$ cat config.mk
export PLATFORM = sky130hd
export DESIGN_NAME = edf_grant_controller
export DESIGN_NICKNAME = d
export VERILOG_FILES = /design/src/rtl/edf_grant_controller.sv
export SDC_FILE = /design/constraint.sdc
export NUM_CORES = 1
export LEC_CHECK = 0
export BUFFER_PORTS_ARGS = -buffer_cell sky130_fd_sc_hd__buf_2
export CORE_MARGIN = 2
export CORE_UTILIZATION = 50
export DETAILED_ROUTE_END_ITERATION = 12
export GPL_TIMING_DRIVEN = 0
export PLACE_DENSITY = 0.74
export REMOVE_ABC_BUFFERS = 1
export SYNTH_ARGS = -nofsm -noshare
export SYNTH_HDL_FRONTEND = slang
export SYNTH_SLANG_ARGS = --single-unit
export TNS_END_PERCENT = 10
$ cat constraint.sdc
create_clock -name clock -period 8.45 [get_ports clock]
set_clock_uncertainty 0.2 [all_clocks]
set_input_delay 0.4225 -clock clock [delete_from_list [all_inputs] [get_ports clock]]
set_output_delay 0.4225 -clock clock [all_outputs]
set_load 0.02 [all_outputs]
$ cat src/rtl/edf_grant_controller.sv
// Earliest-deadline-first grant controller: per-queue periodic deadline tracking,
// minimum-remaining-deadline selection and a grant/consume handshake with the serializer.
module edf_grant_controller #(
  parameter int NUMBER_OF_QUEUES = 4,
  parameter int REGISTER_SIZE    = 32
) (
  input  logic                                                clock,
  input  logic                                                reset,
  input  logic [NUMBER_OF_QUEUES-1:0]                         empty,
  input  logic [NUMBER_OF_QUEUES-1:0][REGISTER_SIZE-1:0]      deadlines,
  input  logic [NUMBER_OF_QUEUES-1:0][REGISTER_SIZE-1:0]      periods,
  input  logic                                                consumed,
  output logic [$clog2(NUMBER_OF_QUEUES)-1:0]                 id,
  output logic                                                enable,
  output logic [NUMBER_OF_QUEUES-1:0]                         hasBeenConsumed,
  output logic [NUMBER_OF_QUEUES-1:0]                         deadline_miss
);

  localparam int ID_WIDTH = $clog2(NUMBER_OF_QUEUES);

  typedef enum logic {IDLE, GRANT} state_t;

  state_t                                           state;
  logic [NUMBER_OF_QUEUES-1:0][REGISTER_SIZE-1:0]   dcnt;
  logic [ID_WIDTH-1:0]                              winner;
  logic [REGISTER_SIZE-1:0]                         best;
  logic                                             found;

  for (genvar gi = 0; gi < NUMBER_OF_QUEUES; gi++) begin : g_queue
    logic [REGISTER_SIZE-1:0] pcnt_q;
    logic [REGISTER_SIZE-1:0] dcnt_q;
    logic                     armed_q;
    logic                     miss_q;

    // armed_q keeps the reset value of dcnt (0) from being reported as a miss
    // at the very first release, when no deadline was ever running.
    always_ff @(posedge clock or posedge reset) begin
      if (reset) begin
        pcnt_q  <= '0;
        dcnt_q  <= '0;
        armed_q <= 1'b0;
        miss_q  <= 1'b0;
      end else begin
        miss_q <= 1'b0;
        if (periods[gi] == '0) begin
          pcnt_q <= '0;
          dcnt_q <= '1;
        end else if (pcnt_q == '0) begin
          pcnt_q  <= periods[gi] - REGISTER_SIZE'(1);
          dcnt_q  <= deadlines[gi];
          armed_q <= 1'b1;
          miss_q  <= armed_q && !empty[gi] && (dcnt_q == '0);
        end else begin
          pcnt_q <= pcnt_q - REGISTER_SIZE'(1);
          if (dcnt_q != '0)
            dcnt_q <= dcnt_q - REGISTER_SIZE'(1);
        end
      end
    end

    assign dcnt[gi]          = dcnt_q;
    assign deadline_miss[gi] = miss_q;
  end

  // Strict less-than while scanning upward gives ties to the lowest index.
  always_comb begin
    winner = '0;
    best   = '1;
    found  = 1'b0;
    for (int i = 0; i < NUMBER_OF_QUEUES; i++) begin
      if (!empty[i] && (!found || dcnt[i] < best)) begin
        winner = ID_WIDTH'(i);
        best   = dcnt[i];
        found  = 1'b1;
      end
    end
  end

  always_ff @(posedge clock or posedge reset) begin
    if (reset) begin
      state           <= IDLE;
      id              <= '0;
      enable          <= 1'b0;
      hasBeenConsumed <= '0;
    end else begin
      hasBeenConsumed <= '0;
      case (state)
        IDLE: begin
          if (found) begin
            id     <= winner;
            enable <= 1'b1;
            state  <= GRANT;
          end else begin
            enable <= 1'b0;
          end
        end
        GRANT: begin
          // No preemption: only completion or the granted queue draining ends a grant.
          if (consumed) begin
            hasBeenConsumed <= NUMBER_OF_QUEUES'(1) << id;
            enable          <= 1'b0;
            state           <= IDLE;
          end else if (empty[id]) begin
            enable <= 1'b0;
            state  <= IDLE;
          end
        end
        default: begin
          enable <= 1'b0;
          state  <= IDLE;
        end
      endcase
    end
  end

endmodule
Word level (Yosys, flattened, before mapping)

Index checks and enable logic that the tools add are counted.

Add/subtract/negate cells: 12
Magnitude comparators: 4
Equality and inequality tests: 1
Shifts and indexed selects: 1
Mux-type cells: 49
Bitwise operators: 5
Reduce and logical (&&, ||, !) cells: 45

Operators with widths:

| kind                                                                     | number |
|---|---|
| 32-bit two-way mux                                                       | 23 |
| 32-bit zero test                                                         | 12 |
| 32-bit by 1-bit subtractor with 32-bit output (second input constant)    | 12 |
| 32-bit nonzero test                                                      | 4 |
| 32-bit < comparator                                                      | 3 |
| 1-bit two-way mux                                                        | 19 |
| 3-bit nonzero test                                                       | 4 |
| 1-bit logical AND                                                        | 11 |
| 2-bit AND reduction                                                      | 5 |
| 4-bit two-way mux                                                        | 2 |
| 1-bit zero test                                                          | 6 |
| 1-bit NOT                                                                | 5 |
| 2-bit two-way mux                                                        | 2 |
| 1-bit case mux with 2 select lines                                       | 2 |
| 1-bit by 2-bit << shifter with 4-bit output (first input constant)       | 1 |
| 1-bit logical OR                                                         | 3 |
| 2-bit by 3-bit < comparator with 1-bit output (second input constant)    | 1 |
| 3-bit by 2-bit inequality test with 1-bit output (second input constant) | 1 |
| 1-bit binary-select mux with 2-bit select                                | 1 |

Flip-flop bits (word level): 272
Input port bits: 263
Output and inout bits: 11
Word-level logic and storage cells: 137

Logic depth before layout (Yosys ltp)

Gate-level depths: netlist of run 1.

Depth after elaboration: 15
Gate-level depth with buffers: 32
Mapped depth without buffers: 27

Worst setup path after synthesis of run 1

No wires, ideal clock.

Path kind: input-to-reg
Start point: in empty[0]
End point: reg id[1]
Library setup time: 0.065 ns
Data arrival time: 7.517 ns
Data required time: 8.185 ns
Path slack: 0.668 ns
Stages on the path: 32
Path buffers: 5
Cell sequence: clkbuf_1 buf_1 nor2_1 ha_1 nand4_1 nor4_1 nand2_1 o22ai_1 o21ai_0 nand2b_1 clkbuf_1 buf_1 mux2_2 ha_1 nand4_1 nor4_1 inv_1 o221a_2 and4_1 or2_2 nor2b_1 buf_2 mux2_2 ha_1 a2111oi_0 o21ai_0 a221o_1 nor3_1 o21ai_0 a21boi_0 o21bai_1 o22a_1

Cells in the longest elaborated chain, start to end: 14
Elaborated cells on any way between the ends: 21
Those cells by class: 3 x order compare; 9 x mux; 9 x reduce/logical

RTL lines:

| item                                                           | line | RTL |
|---|---|---|
| start, declared                                                | 9    | `input logic [NUMBER_OF_QUEUES-1:0] empty,` |
| 32-bit two-way mux                                             | 71   | `if (!empty[i] && (!found \|\| dcnt[i] < best)) begin` |
| 32-bit < comparator                                            | 71   |  |
| 1-bit logical OR                                               | 71   |  |
| 1-bit logical AND                                              | 71   |  |
| 32-bit two-way mux / 1-bit two-way mux (equally long branches) | 71   |  |
| 32-bit < comparator / 1-bit zero test (equally long branches)  | 71   |  |
| 1-bit logical OR                                               | 71   |  |
| 1-bit logical AND                                              | 71   |  |
| 32-bit two-way mux / 1-bit two-way mux (equally long branches) | 71   |  |
| 32-bit < comparator / 1-bit zero test (equally long branches)  | 71   |  |
| 1-bit logical OR                                               | 71   |  |
| 1-bit logical AND                                              | 71   |  |
| 1-bit two-way mux                                              | 71   |  |
| 2-bit AND reduction (no line)                                  | -    |  |
| end signal, assigned                                           | 90   | `id <= winner;` |
| end, declared                                                  | 13   | `output logic [$clog2(NUMBER_OF_QUEUES)-1:0] id,` |

Several ways; a longest one is shown, not always the timed one.
A chain may end at the register's enable or synchronous reset.

Worst setup path after layout of run 1

Start point: reg g_queue[0].dcnt_q[14]
End point: reg id[0]

Cells in the longest elaborated chain, start to end: 14
Elaborated cells on any way between the ends: 21
Those cells by class: 3 x order compare; 9 x mux; 9 x reduce/logical

RTL lines:

| item                                                           | line | RTL |
|---|---|---|
| start, declared                                                | 31   | `logic [REGISTER_SIZE-1:0] dcnt_q;` |
| start signal, assigned                                         | 50   | `dcnt_q <= deadlines[gi];` |
| start signal, assigned                                         | 56   | `dcnt_q <= dcnt_q - REGISTER_SIZE'(1);` |
| 32-bit two-way mux (*)                                         | 71   |  |
| 32-bit < comparator                                            | 71   |  |
| 1-bit logical OR                                               | 71   |  |
| 1-bit logical AND                                              | 71   |  |
| 32-bit two-way mux / 1-bit two-way mux (equally long branches) | 71   |  |
| 32-bit < comparator / 1-bit zero test (equally long branches)  | 71   |  |
| 1-bit logical OR                                               | 71   |  |
| 1-bit logical AND                                              | 71   |  |
| 32-bit two-way mux / 1-bit two-way mux (equally long branches) | 71   |  |
| 32-bit < comparator / 1-bit zero test (equally long branches)  | 71   |  |
| 1-bit logical OR                                               | 71   |  |
| 1-bit logical AND                                              | 71   |  |
| 1-bit two-way mux                                              | 71   |  |
| 2-bit AND reduction (no line)                                  | -    |  |

Mark *: on every way between the ends. The rest lies on a longest branch, timed or not.

==> flow_summary.json, run 1 <==
{
  "ir_drop_mv": 0.228,
  "p_clk_frac": 0.406,
  "coreArea_um2": 39800,
  "slowest_stage": "o21ai_0",
  "r2r_slack_ns": 0.39,
  "gr-total-overflow": 0,
  "critPathRequiredTime_ns": 8.72,
  "place_congestion": 0.926,
  "die_w_um": 205,
  "layout-drive-gt1-share": 0.178,
  "arrival_ns": 8.33,
  "p_per_area_nw_per_um2": 150,
  "setup_violations": 0,
  "fp.dieArea_um2": 42000,
  "ant_nets": 0,
  "fin_crit_ns": 8.06,
  "slew_violations": 0,
  "relSlewSlack": 0.184,
  "drcViolationCount": 0,
  "fmax_ghz": 0.124,
  "nets": 3150,
  "vias": 20300,
  "area_delta_synth_final_pct": 22.2,
  "period_share": 0.954,
  "cp-end-kind": "register",
  "antenna_found_initial": 2,
  "grt_max_degree": 127,
  "hold_ws_ns": 0.0220,
  "crit_type": "reg2reg",
  "timing_worst_slew_pin_value_ns": 1.21,
  "nFillCells": 3480,
  "first_global_vias": 19700,
  "synth_cell_types": 87,
  "rows": 73,
  "layout_commonest_cell": "nor2_1",
  "grt_usage": 0.294,
  "rsz0062_at_grt": "false",
  "cts_tree": "built",
  "max_stage_delay_ns": 0.55,
  "power_switching_mw": 1.08,
  "syn_avg_cell_area_um2": 8.35,
  "ys.flop_type": "dfrtp_1",
  "cts_sinks": 272,
  "min_to": "g_queue[2].dcnt_q[16]",
  "r2r_cells": 28,
  "numCtsBuffers": 36,
  "wl_per_cell_um": 18.7,
  "yosysTopAreaCell": "dfrtp_1",
  "synth_area_leaders": "dfrtp_1, nor2_1, ha_1",
  "critPathLaunchType": "register",
  "drt_wl_total_mm": 62.4,
  "fin_total_pwr_mw": 3.70,
  "grt_pass1_wl_mm": 100,
  "syn_inst": 2420,
  "place.port_buffers": 273,
  "min-delay-start": "deadlines[80]",
  "path_max_fanout": 16,
  "p_seq_frac": 0.406,
  "hp-class": "in2reg",
  "root_buffer": "clkbuf_16",
  "final_hold_viol_count": 0,
  "r2r_end": "id[0]",
  "path_buf_inv": 2,
  "hold_path_depth": 3,
  "worstSkewPairLatency_ns": 0.54,
  "floorplan.initialDensity": 0.508,
  "crit_family": "compound AO/OA/AOI/OAI gates",
  "ys_seq_area_frac": 0.337,
  "leakage_nw": 10.3,
  "async_flop_share": 1.00,
  "synth-edff-count": 0,
  "yosys_warnings": 0,
  "synth_seq_cells": 272,
  "clockBufferDepth": 3,
  "viasPerCell": 6.10,
  "internal_power_mw": 2.61,
  "maxCapViolations": 0,
  "h-tree-depth": 2,
  "synth_top_cell_area_share": 0.337,
  "status": "finished clean",
  "ios": 274,
  "clkTransAtPathRegs_ns": 0.06,
  "first_iter_violations": 1781,
  "netlist_area_um2": 20200,
  "dpl.hpwl_mm": 45.8,
  "swShare": 0.293,
  "combPwrFrac": 0.188,
  "drt_pass1_iterations": 7,
  "r2r_start": "g_queue[0].dcnt_q[14]",
  "die_h_um": 205,
  "layout_common_cells": "nor2_1, dfrtp_1, buf_2"
}
[final cells by class]
| class | instances | area (µm²) | area share |
|---|---|---|---|
| well taps | 525 | 657 | 0.0266 |
| multi-input cells | 1959 | 12700 | 0.516 |
| diodes | 2 | 5.00 | 0.000203 |
| repair buffers | 435 | 3030 | 0.123 |
| clock inverters | 14 | 126 | 0.00512 |
| inverters | 84 | 323 | 0.0131 |
| flip-flops and latches | 272 | 6810 | 0.276 |
| clock buffers | 45 | 996 | 0.0403 |
[synthesized netlist by cell type (58+ instances only)]
master	n
a21oi_1	208
clkbuf_1	59
dfrtp_1	272
ha_1	99
inv_1	84
mux2_2	62
nand2_1	145
nor2_1	370
nor3_1	118
nor4_1	58
o21ai_0	114
xnor2_1	99
xor2_1	61
[power by group through the flow]
stage / registers, mW / clock network (mW) / logic, mW
floorplan: 1.50 / 0 / 0.410
global placement: 1.52 / 0 / 0.604
detailed placement: 1.52 / 0 / 0.633
CTS: 1.50 / 1.53 / 0.684
global route: 1.51 / 1.58 / 0.773
finish: 1.50 / 1.50 / 0.695
[cell families after synthesis]
logic type               after synthesis  share of synthesized area
AND/OR/NAND/NOR                     1001                      0.256
AO/OA/AOI/OAI                        624                      0.199
flip-flops                           272                      0.337
adder cells (fa/ha/maj)               99                     0.0613
XOR/XNOR                             160                     0.0693
buffers and inverters                191                     0.0379
multiplexers                          73                     0.0400
[worst max-delay path by stage]
stage | startpoint | to | slack (ns) | cells past startpoint
after CTS | g_queue[0].dcnt_q[29] | id[0] | 0.11 | 27
after detailed placement | empty[0] | id[0] | -1.20 | 28
final | g_queue[0].dcnt_q[14] | id[0] | 0.39 | 28
after global placement | reset | g_queue[0].pcnt_q[17] | -3.15 | 2
after global routing | g_queue[0].dcnt_q[19] | id[0] | 0.03 | 28
after floorplan | g_queue[0].dcnt_q[29] | id[1] | -0.04 | 27
[layer usage]
metal,up-vias,global-route usage,share of wire,wire length (µm)
li1,9667,-,-,-
met1,9826,0.407,0.45,27900
met2,756,0.482,0.47,29100
met3,97,0.0375,0.065,4080
met4,0,0.0820,0.022,1390
met5,-,0,0,0
[stage by stage]
step / setup TNS [ns] / cell area, µm² / utilization / setup slack (ns) / instances
floorplan: -0.116 / 19800 / - / -0.0439 / 2313
global placement: -1058.88 / 21800 / 0.547 / -3.15 / 3111
detailed placement: -2.37 / 22200 / 0.558 / -1.20 / 3145
CTS: 0 / 24600 / 0.618 / 0.113 / 3329
global route: 0 / 24700 / 0.620 / 0.0322 / 3336
finish: 0 / 24700 / 0.620 / 0.385 / 3336
[flip-flops by register name, indices dropped and copies added (netlist names)]
register	flops
enable	1
g_queue.armed_q	4
g_queue.dcnt_q	128
g_queue.miss_q	4
g_queue.pcnt_q	128
hasBeenConsumed	4
id	2
state	1
[worst min-delay path: stages]
cell      delay, ns
buf_2          0.08
nand2_1        0.10
o211ai_1       0.11
[what timing repair did]
action                                 CTS  global route
endpoints found under the hold margin  196             0
gates cloned                             1             1
hold buffers                           124             0
buffers inserted                         0             4
gates resized for setup                  3             4
setup endpoints to repair                2             2
No activity file was read; power rests on OpenSTA's default activity.
==> run 2, diff against run 1 <==
CELL_PAD_IN_SITES_DETAIL_PLACEMENT = 1   (was default)
CELL_PAD_IN_SITES_GLOBAL_PLACEMENT = 2   (was default)
CORE_MARGIN = default   (was 2)
CORE_UTILIZATION = 32   (was 50)
PLACE_DENSITY = default   (was 0.74)
PLACE_DENSITY_LB_ADDON = 0.1   (was default)
==> run 2 against run 1 <==
Net effect: combinational power grew 4.9%; via count shrank 0.93%; critical path depth is the same; die area grew 53%; register-to-register slack lost 0.03 ns; clock power grew 13%; sequential power is essentially flat; utilization shrank 21 points; hold slack gained 0.0011 ns; maximum frequency shrank 0.40%; total power grew 6.0%; critical endpoint unchanged.
==> flow_summary.json, run 2 (synthesis results as in run 1) <==
{
  "critPathRequiredTime_ns": 8.75,
  "place_congestion": 0.858,
  "crit_path_frequent_cell": "ha_1",
  "leakage_nw": 10.5,
  "fmax_ghz": 0.123,
  "layout-drive-gt1-share": 0.184,
  "r2r_end": "id[0]",
  "rsz0062_at_grt": "false",
  "maxCapViolations": 0,
  "critPathLaunchType": "register",
  "crit_family": "compound AO/OA/AOI/OAI gates",
  "numCtsBuffers": 40,
  "drcViolationCount": 0,
  "drt_pass1_iterations": 5,
  "arrival_ns": 8.40,
  "r2r_slack_ns": 0.35,
  "hp-class": "in2reg",
  "nets": 3179,
  "coreArea_um2": 62100,
  "first_global_vias": 21100,
  "period_share": 0.958,
  "layout_commonest_cell": "nor2_1",
  "gr-total-overflow": 0,
  "rows": 91,
  "slowest_stage": "dfrtp_1",
  "fin_crit_ns": 8.10,
  "slew_violations": 0,
  "h-tree-depth": 2,
  "hold_path_depth": 3,
  "fin_total_pwr_mw": 3.92,
  "timing_worst_slew_pin_value_ns": 1.32,
  "area_delta_synth_final_pct": 26.5,
  "drt_wl_total_mm": 76.2,
  "r2r_cells": 28,
  "endpoint": "id[0]",
  "fp.dieArea_um2": 64200,
  "reg_top3": "g_queue.dcnt_q (128), g_queue.pcnt_q (128)",
  "grt_pass1_wl_mm": 121,
  "cp-end-kind": "register",
  "first_iter_violations": 946,
  "die_w_um": 253,
  "floorplan.initialDensity": 0.326,
  "grt_max_degree": 103,
  "cp.depth": 28,
  "r2r_start": "g_queue[0].dcnt_q[29]",
  "die_h_um": 253,
  "clkTransAtPathRegs_ns": 0.05,
  "p_per_area_nw_per_um2": 153,
  "setup_violations": 0,
  "wl_per_cell_um": 20.7,
  "cts_sinks": 272,
  "path_max_fanout": 16,
  "grt_usage": 0.238,
  "final_hold_viol_count": 0,
  "dpl.hpwl_mm": 56.9,
  "place.port_buffers": 273,
  "ir_drop_mv": 0.150,
  "layout_common_cells": "nor2_1, dfrtp_1, buf_2",
  "vias": 20200,
  "cts_tree": "built",
  "crit_type": "reg2reg",
  "placed_cells_incl_taps": 3466,
  "fin_cells": 3684,
  "status": "finished clean",
  "root_buffer": "clkbuf_16",
  "path_buf_inv": 1,
  "ant_nets": 0,
  "worstSkewPairLatency_ns": 0.58,
  "max_stage_delay_ns": 0.48,
  "relSlewSlack": 0.123,
  "antenna_found_initial": 2,
  "placed_cell_area_um2": 22800,
  "viasPerCell": 5.47,
  "finalInstanceArea_um2": 25600,
  "cp-startpoint": "g_queue[0].dcnt_q[29]",
  "clockBufferDepth": 3,
  "tns_ns": 0,
  "ios": 274
}
[run 2: cell count changes in the layout (fill, tap and decap cells not counted), moves of 2 or more]
cell,before,now
clkbuf_8,4,6
buf_6,16,22
inv_6,0,2
nor2_2,1,5
clkbuf_1,4,7
buf_12,0,3
clkbuf_16,37,41
dlygate4sd3_1,124,140
buf_4,16,14
nor2_1,369,365
[run 2: how the worst min path moves through the flow]
stage | from | endpoint | slack [ns]
floorplan | g_queue[0].armed_q | g_queue[0].armed_q | 0.21
global placement | g_queue[1].armed_q | g_queue[1].armed_q | 0.22
detailed placement | g_queue[1].armed_q | g_queue[1].armed_q | 0.23
CTS | deadlines[82] | g_queue[2].dcnt_q[18] | 0.002
global route | periods[0] | g_queue[0].pcnt_q[0] | 0.03
finish | deadlines[62] | g_queue[1].dcnt_q[30] | 0.02
[run 2: cell type report]
type                       instances  area [µm²]
tap                              837        1050
inverter                          84         323
sequential                       272        6810
clock inverter                    17         148
fill                            7372       36500
antenna                            1        2.50
timing repair buffer             460        3350
clock buffer                      54        1130
multi-input combinational       1959       12800
[run 2: timing repair]
item,4_1_cts,5_1_grt
gates cloned,2,0
hold buffers,140,0
buffers inserted,4,0
gates resized for setup,6,8
endpoints found under the setup margin,2,2
pin swaps,0,0
endpoints found under the hold margin,242,0
[run 2: report_power, final]
group	internal, mW	switching [mW]	total [mW]
clock network	1.00	0.689	1.69
registers	1.38	0.114	1.50
logic	0.346	0.383	0.729
total	2.73	1.19	3.92
[run 2: through the flow]
| step | setup slack [ns] | utilization | hold slack, ns |
|---|---|---|---|
| after global placement | -4.45 | 0.357 | 0.225 |
| after detailed placement | -2.00 | 0.367 | 0.234 |
| after floorplan | -0.0439 | - | 0.214 |
| after global routing | 0.0117 | 0.412 | 0.0308 |
| after CTS | 0.0112 | 0.412 | 0.00186 |
| final | 0.353 | 0.412 | 0.0231 |
[run 2: worst register-to-register path: cells and delay by family (launching register included)]
kind | cells | cell delay [ns]
adders and majority gates | 3 | 0.95
DFF | 1 | 0.48
AOI/OAI and AO/OA | 12 | 2.78
and+or+nand+nor | 10 | 2.55
buffers and inverters | 1 | 0.24
muxes | 2 | 0.85
[run 2: layer usage]
metal	vias to the layer above	GRT usage	part of all wire
met4	0	0.0634	0.022
met5	-	0	0
met1	10000	0.329	0.48
met3	80	0.0294	0.036
met2	322	0.387	0.46
li1	9732	-	-
